--- src/rtl/imm_gen_pipe.sv ---
// rtl/imm_gen_pipe.sv - registered RV32I/RV64I immediate extraction stage with 2-entry skid buffer
// Optional illegal-entry counter port enabled by IMM_ILLEGAL_CNT_EN.
module imm_gen_pipe #(
  parameter int XLEN  = 32,
  parameter int TAG_W = 8
) (
  input  logic             clk,
  input  logic             reset,
  input  logic             flush,
  input  logic             in_valid,
  output logic             in_ready,
  input  logic [31:0]      in_inst,
  input  logic [TAG_W-1:0] in_tag,
  output logic             out_valid,
  input  logic             out_ready,
  output logic [XLEN-1:0]  out_imm,
  output logic [2:0]       out_fmt,
  output logic             out_illegal,
`ifdef IMM_ILLEGAL_CNT_EN
  output logic [15:0]      illegal_cnt,
`endif
  output logic [TAG_W-1:0] out_tag
);

  localparam logic [2:0] FMT_NONE  = 3'd0;
  localparam logic [2:0] FMT_I     = 3'd1;
  localparam logic [2:0] FMT_S     = 3'd2;
  localparam logic [2:0] FMT_B     = 3'd3;
  localparam logic [2:0] FMT_U     = 3'd4;
  localparam logic [2:0] FMT_J     = 3'd5;
  localparam logic [2:0] FMT_SHAMT = 3'd6;
  localparam logic [2:0] FMT_ZIMM  = 3'd7;

  generate
    if (XLEN != 32 && XLEN != 64) begin : g_bad_xlen
      $error("imm_gen_pipe: XLEN must be 32 or 64");
    end
  endgenerate

  typedef enum logic [1:0] {
    S_EMPTY,
    S_ONE,
    S_TWO
  } state_t;

  state_t           state_q, state_d;
  logic             in_ready_q, in_ready_d;
  logic [XLEN-1:0]  imm_q [2];
  logic [XLEN-1:0]  imm_d [2];
  logic [2:0]       fmt_q [2];
  logic [2:0]       fmt_d [2];
  logic             ill_q [2];
  logic             ill_d [2];
  logic [TAG_W-1:0] tag_q [2];
  logic [TAG_W-1:0] tag_d [2];

  logic [XLEN-1:0]  dec_imm;
  logic [2:0]       dec_fmt;
  logic             dec_ill;
  logic             accept;
  logic             drain;

  // Immediate decode of the incoming word; the result is stored with the entry.
  always_comb begin
    dec_imm = '0;
    dec_fmt = FMT_NONE;
    dec_ill = 1'b0;
    case (in_inst[6:0])
      7'b0000011, 7'b1100111: begin
        dec_imm = XLEN'($signed(in_inst[31:20]));
        dec_fmt = FMT_I;
      end
      7'b0010011: begin
        if (in_inst[14:12] == 3'b001 || in_inst[14:12] == 3'b101) begin
          dec_imm = (XLEN == 64) ? XLEN'(in_inst[25:20]) : XLEN'(in_inst[24:20]);
          dec_fmt = FMT_SHAMT;
        end else begin
          dec_imm = XLEN'($signed(in_inst[31:20]));
          dec_fmt = FMT_I;
        end
      end
      7'b0100011: begin
        dec_imm = XLEN'($signed({in_inst[31:25], in_inst[11:7]}));
        dec_fmt = FMT_S;
      end
      7'b1100011: begin
        dec_imm = XLEN'($signed({in_inst[31], in_inst[7], in_inst[30:25],
                                 in_inst[11:8], 1'b0}));
        dec_fmt = FMT_B;
      end
      7'b0110111, 7'b0010111: begin
        dec_imm = XLEN'($signed({in_inst[31:12], 12'b0}));
        dec_fmt = FMT_U;
      end
      7'b1101111: begin
        dec_imm = XLEN'($signed({in_inst[31], in_inst[19:12], in_inst[20],
                                 in_inst[30:21], 1'b0}));
        dec_fmt = FMT_J;
      end
      7'b1110011: begin
        if (in_inst[14]) begin
          dec_imm = XLEN'(in_inst[19:15]);
          dec_fmt = FMT_ZIMM;
        end else begin
          dec_imm = XLEN'($signed(in_inst[31:20]));
          dec_fmt = FMT_I;
        end
      end
      7'b0001111: begin
        dec_fmt = FMT_NONE;
      end
      default: begin
        dec_ill = 1'b1;
      end
    endcase
  end

  assign out_valid   = (state_q != S_EMPTY);
  assign in_ready    = in_ready_q;
  assign accept      = in_valid && in_ready_q;
  assign drain       = out_valid && out_ready;
  assign out_imm     = imm_q[0];
  assign out_fmt     = fmt_q[0];
  assign out_illegal = ill_q[0];
  assign out_tag     = tag_q[0];

  // Entry 0 is always the head; entry 1 only fills when the head is stalled.
  always_comb begin
    state_d = state_q;
    imm_d   = imm_q;
    fmt_d   = fmt_q;
    ill_d   = ill_q;
    tag_d   = tag_q;
    case (state_q)
      S_EMPTY: begin
        if (accept) begin
          imm_d[0] = dec_imm;
          fmt_d[0] = dec_fmt;
          ill_d[0] = dec_ill;
          tag_d[0] = in_tag;
          state_d  = S_ONE;
        end
      end
      S_ONE: begin
        if (accept && drain) begin
          imm_d[0] = dec_imm;
          fmt_d[0] = dec_fmt;
          ill_d[0] = dec_ill;
          tag_d[0] = in_tag;
        end else if (accept) begin
          imm_d[1] = dec_imm;
          fmt_d[1] = dec_fmt;
          ill_d[1] = dec_ill;
          tag_d[1] = in_tag;
          state_d  = S_TWO;
        end else if (drain) begin
          state_d = S_EMPTY;
        end
      end
      S_TWO: begin
        if (drain) begin
          imm_d[0] = imm_q[1];
          fmt_d[0] = fmt_q[1];
          ill_d[0] = ill_q[1];
          tag_d[0] = tag_q[1];
          state_d  = S_ONE;
        end
      end
      default: begin
        state_d = S_EMPTY;
      end
    endcase
    if (flush) begin
      state_d = S_EMPTY;
    end
    in_ready_d = (state_d != S_TWO);
  end

  always_ff @(posedge clk) begin
    if (reset) begin
      state_q    <= S_EMPTY;
      in_ready_q <= 1'b1;
      for (int k = 0; k < 2; k++) begin
        imm_q[k] <= '0;
        fmt_q[k] <= '0;
        ill_q[k] <= 1'b0;
        tag_q[k] <= '0;
      end
    end else begin
      state_q    <= state_d;
      in_ready_q <= in_ready_d;
      imm_q      <= imm_d;
      fmt_q      <= fmt_d;
      ill_q      <= ill_d;
      tag_q      <= tag_d;
    end
  end

`ifdef IMM_ILLEGAL_CNT_EN
  logic [15:0] ill_cnt_q, ill_cnt_d;

  // Counts deliveries, not accepts, so flushed words never contribute.
  always_comb begin
    ill_cnt_d = ill_cnt_q;
    if (drain && out_illegal && ill_cnt_q != 16'hFFFF) begin
      ill_cnt_d = ill_cnt_q + 16'd1;
    end
  end

  always_ff @(posedge clk) begin
    if (reset) begin
      ill_cnt_q <= '0;
    end else begin
      ill_cnt_q <= ill_cnt_d;
    end
  end

  assign illegal_cnt = ill_cnt_q;
`endif

endmodule
--- config.mk ---
export PLATFORM = sky130hd
export DESIGN_NAME = imm_gen_pipe
export DESIGN_NICKNAME = d
export VERILOG_FILES = /design/src/rtl/imm_gen_pipe.sv
export SDC_FILE = /design/constraint.sdc
export NUM_CORES = 1
export LEC_CHECK = 0
export BUFFER_PORTS_ARGS = -buffer_cell sky130_fd_sc_hd__buf_2
export CORE_AREA = 2 2 112 114
export CTS_CLUSTER_SIZE = 30
export DETAILED_ROUTE_END_ITERATION = 7
export DIE_AREA = 0 0 114 116
export SYNTH_ARGS = -nofsm -noshare
export SYNTH_HDL_FRONTEND = slang
export SYNTH_SLANG_ARGS = --single-unit
--- constraint.sdc ---
create_clock -name clk -period 3.1 [get_ports clk]
set_input_delay 0.465 -clock clk [delete_from_list [all_inputs] [get_ports clk]]
set_output_delay 0.465 -clock clk [all_outputs]
set_load 0.01 [all_outputs]
== Word level (Yosys, flattened, before mapping) ==
Cells that the tools add are included.

* Register bits: 91
* Bits in latches: 0
* Memory bits (writable): 0
* Memory bits (read-only): 0
* Bits of input ports: 45
* Output and inout bits: 46
* Logic and storage cells: 71
* Memories kept: 0

* Add/subtract/negate cells: 0
* Multipliers: 0
* Divide/modulo/power cells: 0
* Order comparisons: 0
* Equal/unequal tests: 18
* Shift operators: 0
* Muxes and demuxes: 30
* Bitwise logic cells: 1
* Reduce and logical (&&, ||, !) cells: 12

{| class="wikitable"
|+ Operators by type and width
! kind !! count
|-
| 32-bit case mux with 7 select lines || 1
|-
| 32-bit 2-to-1 mux || 5
|-
| 32-bit case mux with 3 select lines || 1
|-
| 7-bit == test (second input constant) || 4
|-
| 8-bit 2-to-1 mux || 3
|-
| 8-bit case mux with 3 select lines || 1
|-
| 3-bit case mux with 7 select lines || 1
|-
| 3-bit 2-to-1 mux || 5
|-
| 7-bit by 5-bit == test with 1-bit output (second input constant) || 2
|-
| 7-bit by 6-bit == test with 1-bit output (second input constant) || 2
|-
| 2-bit 2-to-1 mux || 6
|-
| 10-bit OR reduction || 1
|-
| 3-bit case mux with 3 select lines || 1
|-
| 2-bit inequality test (second input constant) || 4
|-
| 7-bit by 2-bit == test with 1-bit output (second input constant) || 1
|-
| 7-bit by 4-bit == test with 1-bit output (second input constant) || 1
|-
| 2-bit case mux with 3 select lines || 1
|-
| 1-bit 2-to-1 mux || 4
|-
| 4-bit AND reduction || 1
|-
| 2-bit OR reduction || 2
|-
| 3-bit by 1-bit == test with 1-bit output (second input constant) || 1
|-
| 3-bit == test (second input constant) || 1
|-
| 1-bit logical AND || 3
|-
| 1-bit case mux with 3 select lines || 1
|-
| 8 further kinds || 8
|}

== Logic depth before layout (Yosys ltp) ==
Gate-level depths: netlist of the first run.

* Depth in word-level cells: 8
* Depth in mapped cells: 8
* Mapped depth without buffers: 5

== Least setup slack after synthesis of the first run ==
Ideal clock, no wire load.

* Path type: input port to flip-flop
* From: input in_inst[3]
* To: register imm_q (netlist bit out_imm[19])
* Library setup time: 0.086 ns
* Data arrival time: 1.642 ns
* Path slack: 1.371 ns
* Cell stages on the path: 7
* Path buffers: 2
* Path through: buf_4 -> inv_2 -> nor4_4 -> or2_1 -> buf_4 -> nand2_1 -> a221oi_2

* Word-level cells in the longest chain between the ends: 5
* Elaborated cells between the ends (all ways): 15

{| class="wikitable"
|+ RTL lines
! what !! RTL line !! text
|-
| start, declared || 12 || <nowiki>input logic [31:0] in_inst,</nowiki>
|-
| 7-bit by 6-bit == test with 1-bit output, or another cell as far along || 68 || <nowiki>case (in_inst[6:0])</nowiki>
|-
| 2-bit OR reduction, on equally long branches || -- ||
|-
| 32-bit case mux with 7 select lines (*) || 68 ||
|-
| 32-bit 2-to-1 mux, on equally long branches || 145, 136 ||
|-
| 32-bit case mux with 3 select lines (*) || 134 || <nowiki>case (state_q)</nowiki>
|-
| end signal, assigned || 192 || <nowiki>imm_q <= imm_d;</nowiki>
|-
| end, declared || 48 || <nowiki>logic [XLEN-1:0] imm_q [2];</nowiki>
|}

Mark *: on every way between the ends. The rest lies on a longest branch, timed or not. The select of a mux whose other input is x is not followed.
A chain may end at the register's enable or synchronous reset.

== Final worst setup path of the first run ==
* From: register state_q[1]
* To: register imm_q (netlist bit out_imm[22])

* Word-level cells in the longest chain between the ends: 5
* Elaborated cells between the ends (all ways): 12

{| class="wikitable"
|+ RTL lines
! what !! RTL line !! text
|-
| start, declared || 46 || <nowiki>state_t state_q, state_d;</nowiki>
|-
| start signal, assigned || 190 || <nowiki>state_q <= state_d;</nowiki>
|-
| 2-bit nonzero test || 118 || <nowiki>assign out_valid = (state_q != S_EMPTY);</nowiki>
|-
| 1-bit logical AND || 121 || <nowiki>assign drain = out_valid && out_ready;</nowiki>
|-
| 1-bit logical AND || 145 || <nowiki>if (accept && drain) begin</nowiki>
|-
| 2-bit inequality test (no line) || -- ||
|-
| 4-bit AND reduction (no line) || -- ||
|}

Parallel ways exist; a longest one is shown, timed or not.

==> run metrics, run 1 <==
status complete, no violations; post-DR vias/cell 5.655; critical path startpoint state_q[1]$_SDFF_PP0_; pin count of the biggest net entering global routing 39; CTS clk-pin slew, worst paths 0.07 ns; Main synth FF type dfxtp_1; Nets 651; Mapped Area 0.004679 mm^2; Initial Utilization 39.29%; fin crit share 71.44%; gr ovfl total 0; hold buffers post-CTS 0; Post-synth EDFFs 0; Placer Congestion 0.8744; DR iter-0 viols 317; Total Routing Usage GR 19.17%; Final min period 2.215 ns; Worst EP required 3.35 ns; Pre-Repair DR Iteration Count 4; CTS tree done; f_max 451.5 MHz; Area contributors post-synth dfxtp_1 39%, buf_4 7.5%, a21oi_1 6.4%; setup bufs post-CTS 0; setup ws final 0.8854 ns; Synth area leader dfxtp_1; Crit-path slowest cell dfxtp_1; die area 0.01322 mm^2; Finished Core Util 44.18%; Setup TNS 0 ns; Crit Path Class flip-flop to flip-flop; Hold Startpoint flush; worst min path class input port to flip-flop; worst vdd ir 0.2311 mV; latest clock arrival within the worst-skew pair 0.34 ns; Setup violations, final 0; FF+latch count, synth 91; Reg2Reg Launch Point state_q[1]$_SDFF_PP0_; Yosys top cell area share 38.93%; I/O pin total 91; count of cell types in the netlist 51; Placement Rows 40; fraction of the mapped netlist area in adder cells 0%; Synth Area in Simple Gates 19.68%; HPWL Detailed 8773 um; first-pass GRT wire length 20000 um; final wirelength 12580 um; Max-cap violations 0; CP top delay family compound AO/OA/AOI/OAI gates; Compound-Gate Fraction of Synth Area 28.82%; vias in the first global route 3893; skew final 0.008365 ns; DRC viols 0; worst slew pin tran 0.8974 ns; CP arrival 2.47 ns; CP endpoint kind flip-flop; pre-CTS setup slack 0.6406 ns; Buf/Inv on CP 1; yosys warns 0; WL/cell 16.62 um; Post-synth ARST share 0%; syn avg cell area 8.027 um^2; max incr delay on CP 0.59 ns; CTS sink count 91; initial antenna violation count 0; die span in y 116 um; syn nets 628; pwr dens 532.9 mW/mm^2; startpoint types flip-flop; combinational family with the most area after synthesis compound AO/OA/AOI/OAI gates; clock root buffer clkbuf_16; CTS buffer count 9; clock tree buffer depth 2; worst rel slew slack 39.77%; register area share after synthesis 38.93%; H-tree Lvls 3; Tot Pwr 2.804 mW; # diodes 0; Syn Inst Count 583; Fin. Hold Viols 0; IO Port Bufs 90; core area 0.01191 mm^2; PostCTS Resize Cnt 0; mux cell area share after synthesis 0.4278%; remaining antenna violation count 0; RSZ-0062 raised after global routing false; Crit Path Max Fanout 37; most common cell in the netlist dfxtp_1; Die W 114 um; Layout area overhead 12.46%; Synth Area in XOR/XNOR 0%; crit-path cells and3b_1, a21boi_4, buf_12, a221oi_1, a211oi_1; leakage 2.018 nW; share of layout cells above drive strength 1 23.28%; Final Max Tran Viols 0; Post-synth top cells 91 x dfxtp_1, 75 x nand2_1, 67 x nor2_1; via count 4281
[cell families (layout without fill, tap and decap cells)]
logic type / Yosys count / after routing
AOI/OAI and AO/OA: 193 / 193
buffers and inverters: 98 / 125
DFF: 91 / 91
muxes: 2 / 2
and+or+nand+nor: 199 / 199
[sequential cells by signal, summed over array words and instances (netlist names)]
register,flops
ill_q,1
imm_q,32
out_fmt,3
out_imm,32
state_q,2
out_tag,8
fmt_q,3
out_illegal,1
tag_q,8
in_ready,1
[worst register-to-register path, cell delays in order, from the launching register on]
cell      delay (ns)
dfxtp_1         0.59
and3b_1         0.29
a21boi_4        0.59
buf_12          0.28
a221oi_1        0.12
a211oi_1        0.26
[worst paths after layout]
path                               to  slack, ns  cells after the start
min reg2reg    imm_q[10]$_SDFFE_PP0P_       0.45                      2
max          out_imm[22]$_SDFFE_PP0P_       0.89                      5
min             state_q[0]$_SDFF_PP0_       0.29                      2
max reg2reg  out_imm[22]$_SDFFE_PP0P_       0.89                      5
[area by class of cell]
class / instances / area [um^2]
clock buffer: 9 / 225.2
clock inverter: 6 / 113.9
fill: 1177 / 6649
inverter: 5 / 18.77
multi-input combinational: 394 / 2323
sequential: 91 / 1822
tap: 147 / 183.9
timing repair buffer: 105 / 575.6
[through the flow]
stage               instance area (um^2)  instances  hold WS, ns
floorplan                           4679        583       0.4275
global placement                    4923        742       0.4383
detailed placement                  4923        742       0.4434
CTS                                 5263        757       0.2773
global route                        5263        757       0.2915
finish                              5263        757       0.2884
[power by group]
group	switching [mW]	internal, mW
Clock	0.471	0.788
Combinational	0.200	0.117
Sequential	0.0217	1.21
Total	0.692	2.11
[routing by layer]
metal | vias up | track usage (%) | routed length [um]
li1 | 2103 | - | -
met1 | 2051 | 25.67 | 5789
met2 | 110 | 30.60 | 5947
met3 | 17 | 4.341 | 647
met4 | 0 | 6.585 | 198
met5 | - | 0 | 0
[layout by cell type (no fill, tap or decap), types with 3 or more instances in the layout]
cell / synthesis / layout
o22ai_1: 6 / 6
a221oi_1: 16 / 16
a31oi_1: 3 / 3
nor2_1: 67 / 67
clkbuf_16: 0 / 9
and3_1: 6 / 6
nor3_1: 9 / 9
buf_4: 47 / 14
a221oi_2: 8 / 8
a311oi_1: 10 / 10
o211ai_1: 8 / 8
nor2b_1: 4 / 3
nand2b_1: 4 / 4
a21oi_1: 60 / 60
bufinv_16: 0 / 3
inv_1: 4 / 4
dfxtp_1: 91 / 91
nand2_1: 75 / 75
buf_2: 19 / 90
a211oi_1: 37 / 37
nand3b_1: 6 / 6
o21ai_0: 26 / 26
nand3_1: 9 / 9
o21ai_1: 4 / 4
Note: power is estimated with default switching activity, not from simulation.
==> run 2: changes to the inputs <==
==> constraint.sdc (replaced) <==
create_clock -name clk -period 1.9 [get_ports clk]
set_input_delay 0.285 -clock clk [delete_from_list [all_inputs] [get_ports clk]]
set_output_delay 0.285 -clock clk [all_outputs]
set_load 0.01 [all_outputs]
==> run 2 against run 1 <==
Net effect: die area did not move; critical path type unchanged; first-iteration DRC count rose by 11%; clock power rose by 45%; clock skew fell by 0.0033 ns; worst hold slack got worse by 0.16 ns; total power rose by 57%; combinational power rose by 80%; maximum frequency rose by 28%; critical endpoint is now imm_q[16]$_SDFFE_PP0P_; cell count rose by 3.0%.
==> run metrics, run 2 (same netlist as run 1, synthesis figures left out) <==
final wirelength 12540 um; Setup TNS 0 ns; Placement Rows 40; CP arrival 1.93 ns; f_max 577.4 MHz; fin crit share 91.15%; Filler Cells Inserted 1188; Layout Cells excl Fill 780; hold buffers post-CTS 0; Nets 673; core area 0.01191 mm^2; clock root buffer clkbuf_16; IO Port Bufs 90; via count 4355; status complete, no violations; Die W 114 um; Total Routing Usage GR 19.17%; worst min path class input port to flip-flop; Final min period 1.732 ns; die span in y 116 um; gr ovfl total 0; commonest non-fill, non-tap cell in the layout dfxtp_1; Fin. Hold Viols 0; pin count of the biggest net entering global routing 44; Setup violations, final 0; pwr dens 806.6 mW/mm^2; worst slew pin tran 0.7358 ns; post-DR vias/cell 5.583; setup bufs post-CTS 0; RSZ-0062 raised after global routing false; # diodes 0; Crit Path Class flip-flop to flip-flop; worst rel slew slack 50.95%; Initial Utilization 39.29%; latest clock arrival within the worst-skew pair 0.34 ns; worst vdd ir 0.4867 mV; Pre-Repair DR Iteration Count 5; HPWL Detailed 8819 um; skew final 0.005098 ns; initial antenna violation count 0; die area 0.01322 mm^2; Worst EP required 2.10 ns; pre-CTS setup slack 0.03069 ns; CTS tree done; setup ws final 0.1682 ns; register area 0.001822 mm^2; Placed Area 0.005116 mm^2; multi-input logic area 0.002323 mm^2; Layout area overhead 16.58%; Placer Congestion 0.8943; I/O pin total 91; leakage 2.134 nW; Tot Pwr 4.400 mW; first-pass GRT wire length 20150 um; vias in the first global route 3988; CTS sink count 91; Max-cap violations 0; WL/cell 16.08 um; Finished Cell Area 0.005455 mm^2; R2R Setup Slk 0.17 ns; CP endpoint kind flip-flop; DRC viols 0; commonest cells after routing, fill and taps aside 91 x dfxtp_1, 90 x buf_2, 75 x nand2_1, 67 x nor2_1, 60 x a21oi_1; Finished Core Util 45.80%; startpoint types flip-flop; PostCTS Resize Cnt 0; CTS clk-pin slew, worst paths 0.07 ns; remaining antenna violation count 0; CTS buffer count 9; H-tree Lvls 3; Final Max Tran Viols 0; clock tree buffer depth 2; WHS 0.1305 ns; Inst Count DP 761; DR iter-0 viols 353; Crit Path Max Fanout 8; share of layout cells above drive strength 1 26.07%
[run 2: cell types whose count changed in the layout (fill, tap and decap cells not counted), sizes merged]
cell	change
buf	+22
bufinv	-2
clkbuf	+1
clkinv	+3
inv	-1
[run 2: per-layer routing]
layer | wire length, um | global-route usage (%) | share of wire [%]
met5 | 0 | 0 | 0
met4 | 233 | 6.829 | 1.9
met3 | 746 | 3.923 | 5.9
met2 | 5810 | 30.08 | 46
met1 | 5753 | 26.28 | 46
[run 2: report_power, final]
group	internal [mW]	leakage (nW)	switching (mW)	total [mW]
Combinational	0.231	1.25	0.338	0.568
Sequential	1.97	0.740	0.0344	2.00
Clock	1.06	0.148	0.772	1.83
[run 2: critical path, stage by stage (launching register included)]
cell	delay, ns
dfxtp_1	0.37
and3b_1	0.34
nand2_1	0.12
a21oi_1	0.59
a211oi_1	0.17
[run 2: cell type report]
class,count,share of cell area (%)
Clock buffer,10,4.381
Clock inverter,6,1.193
Inverter,5,0.3440
Multi-Input combinational cell,394,42.59
Sequential cell,91,33.39
Tap cell,147,3.372
Timing Repair Buffer,127,14.72
[run 2: worst paths after layout]
kind                                             from                endpoint  depth (start not counted)
worst min-delay path                            flush   state_q[0]$_SDFF_PP0_                          2
worst max-delay path            state_q[1]$_SDFF_PP0_  imm_q[16]$_SDFFE_PP0P_                          4
worst max register to register  state_q[1]$_SDFF_PP0_  imm_q[16]$_SDFFE_PP0P_                          4
worst min register to register  imm_q[5]$_SDFFE_PP0P_   imm_q[5]$_SDFFE_PP0P_                          2
==> run 3: changes to the inputs <==
--- a/config.mk
+++ b/config.mk
@@ -6,10 +6,14 @@
 export NUM_CORES = 1
 export LEC_CHECK = 0
 export BUFFER_PORTS_ARGS = -buffer_cell sky130_fd_sc_hd__buf_2
-export CORE_AREA = 2 2 112 114
+export CELL_PAD_IN_SITES_DETAIL_PLACEMENT = 1
+export CELL_PAD_IN_SITES_GLOBAL_PLACEMENT = 2
+export CORE_AREA = 2 2 131 133
 export CTS_CLUSTER_SIZE = 30
 export DETAILED_ROUTE_END_ITERATION = 7
-export DIE_AREA = 0 0 114 116
+export DIE_AREA = 0 0 133 135
+export PLACE_DENSITY_LB_ADDON = 0.1
+export SLEW_MARGIN = 15
 export SYNTH_ARGS = -nofsm -noshare
 export SYNTH_HDL_FRONTEND = slang
 export SYNTH_SLANG_ARGS = --single-unit
==> constraint.sdc (replaced) <==
create_clock -name clk -period 1.5 [get_ports clk]
set_input_delay 0.225 -clock clk [delete_from_list [all_inputs] [get_ports clk]]
set_output_delay 0.225 -clock clk [all_outputs]
set_load 0.01 [all_outputs]
==> run 3 against run 2 <==
Net effect: the flow now finishes with violations (setup timing); via count rose by 6.5%; cell count rose by 17%; global-route usage fell by 0.51 points; clock-buffer cell count fell by 1; worst setup slack got worse by 0.29 ns; die area rose by 36%; flip-flop and latch count did not move; non-clock buffer count rose by 56; sequential power rose by 28%; worst hold slack got worse by 0.081 ns; largest power group unchanged.
==> run metrics, run 3 (same netlist as run 1, synthesis figures left out) <==
Final Max Tran Viols 0; WL/cell 18.98 um; CTS clk-pin slew, worst paths 0.07 ns; DRC viols 0; Die W 133 um; pwr dens 913.8 mW/mm^2; worst slew pin tran 0.4817 ns; Placement Rows 47; failing checks setup timing; HPWL Detailed 11370 um; skew final 0.007187 ns; initial antenna violation count 0; worst rel slew slack 67.05%; RSZ-0062 raised after global routing true; Comb pwr share 17.3%; Total Routing Usage GR 18.66%; Reg2Reg Launch Point state_q[0]$_SDFF_PP0_; pin count of the biggest net entering global routing 44; Switching Share 27.49%; leakage 2.622 nW; CTS tree done; Crit Path Class flip-flop to flip-flop; Crit Path Max Fanout 7; max incr delay on CP 0.34 ns; DR iter-0 viols 251; Int Power 4.469 mW; critical path startpoint state_q[0]$_SDFF_PP0_; Hold Crit Depth 2; gr ovfl total 0; latest clock arrival within the worst-skew pair 0.35 ns; P_sw 1.694 mW; Hold Startpoint flush; worst r2r path cells 8; Worst EP required 1.78 ns; Final min period 1.618 ns; share of layout cells above drive strength 1 41.51%; Placer Congestion 0.7557; register area 0.001831 mm^2; CTS sink count 91; Crit-path slowest cell dfxtp_2; first-pass GRT wire length 26150 um; remaining antenna violation count 0; Setup violations, final 30; f_max 618.2 MHz; clock tree buffer depth 2; pre-CTS setup slack -0.3094 ns; post-DR vias/cell 5.105; CP arrival 1.89 ns; Fin. Hold Viols 0; Tot Pwr 6.164 mW; commonest cells after routing, fill and taps aside 88 x dfxtp_1, 88 x buf_2, 73 x nand2_1, 59 x nor2_1, 56 x a21oi_1; CTS buffer count 9; startpoint types flip-flop; status finished with violations; multi-input logic area 0.002741 mm^2; Layout area overhead 44.14%; H-tree Lvls 3; final wirelength 17260 um; die span in y 135 um; I/O pin total 91; vias in the first global route 4740; clock power share 41.3%; worst vdd ir 0.6508 mV; # diodes 0; Max-cap violations 0; hold buffers post-CTS 0; Pre-Repair DR Iteration Count 4; core area 0.01641 mm^2; cell repeated most along the worst path buf_6; clock root buffer clkbuf_16; Initial Utilization 28.52%; Filler Cells Inserted 1862; setup ws final -0.1176 ns; fin crit share 107.8%; crit-path cells nor2b_4, buf_6, o31ai_4, buf_6, buf_12, and3_4, a21oi_2, o22ai_1; Nets 729; die area 0.01796 mm^2; worst min path class input port to flip-flop; Flop pwr share 41.3%; via count 4640; IO Port Bufs 90; CP endpoint kind flip-flop
## run 3: cell count changes in the layout (fill, tap and decap cells not counted), moves of 6 or more
| cell | before | now |
|---|---|---|
| o21ai_0 | 26 | 10 |
| a311oi_1 | 10 | 4 |
| a221oi_2 | 8 | 19 |
| buf_12 | 6 | 18 |
| nor2_1 | 67 | 59 |
| a311oi_2 | 0 | 6 |
| buf_4 | 31 | 55 |
| a221oi_1 | 16 | 0 |
| buf_6 | 0 | 14 |
| o21ai_2 | 0 | 10 |
## run 3: repair_timing
| item | 4_1_cts | 5_1_grt |
|---|---|---|
| endpoints found under the hold margin | 0 | 0 |
| resized for setup | 51 | 74 |
| gates cloned | 2 | 6 |
| pin swaps | 20 | 32 |
| endpoints found under the setup margin | 64 | 78 |
| setup buffers | 9 | 8 |
## run 3: worst paths after layout
path                        endpoint  slack, ns
max          out_imm[8]$_SDFFE_PP0P_      -0.12
min            state_q[0]$_SDFF_PP0_       0.05
max reg2reg  out_imm[8]$_SDFFE_PP0P_      -0.12
min reg2reg    imm_q[6]$_SDFFE_PP0P_       0.46
## run 3: per-layer routing
layer | GRT usage, % | wire, um | up-vias
met5 | 0 | 0 | -
li1 | - | - | 2275
met4 | 4.600 | 117 | 0
met3 | 4.054 | 688 | 7
met2 | 32.18 | 8417 | 79
met1 | 23.76 | 8032 | 2279
## run 3: power groups by stage
stage               clock network [mW]  registers [mW]  logic [mW]
floorplan                            0            2.58       0.478
global placement                     0            2.59       0.809
detailed placement                   0            2.60       0.827
CTS                               2.62            2.54       0.937
global route                      2.71            2.56        1.15
finish                            2.55            2.55        1.07
## run 3: final cells by class
class	instances	area share, %
Multi-Input combinational cell	394	40.64
Clock inverter	7	1.484
Clock buffer	9	3.339
Tap cell	220	4.081
Sequential cell	91	27.14
Timing Repair Buffer	183	23.04
Inverter	5	0.2782
## run 3: per-stage QoR
stage	utilization [%]	instances	hold WS (ns)	setup TNS, ns	cell area (um^2)
3_3_place_gp	34.18	870	0.4089	-11.67	5608
5_1_grt	41.11	909	0.04739	-4.346	6745
6_report	41.11	909	0.04989	-1.412	6745
2_1_floorplan	-	583	0.3019	-0.007334	4686
3_5_place_dp	34.18	870	0.4153	-13.53	5608
4_1_cts	38.00	897	0.03535	-1.129	6235
## run 3: worst max-delay path, delay by kind of cell, from the launching register on
kind	cells	cell delay, ns
buf+inv	3	0.46
compound gates	3	0.43
flops	1	0.34
simple gates	2	0.32
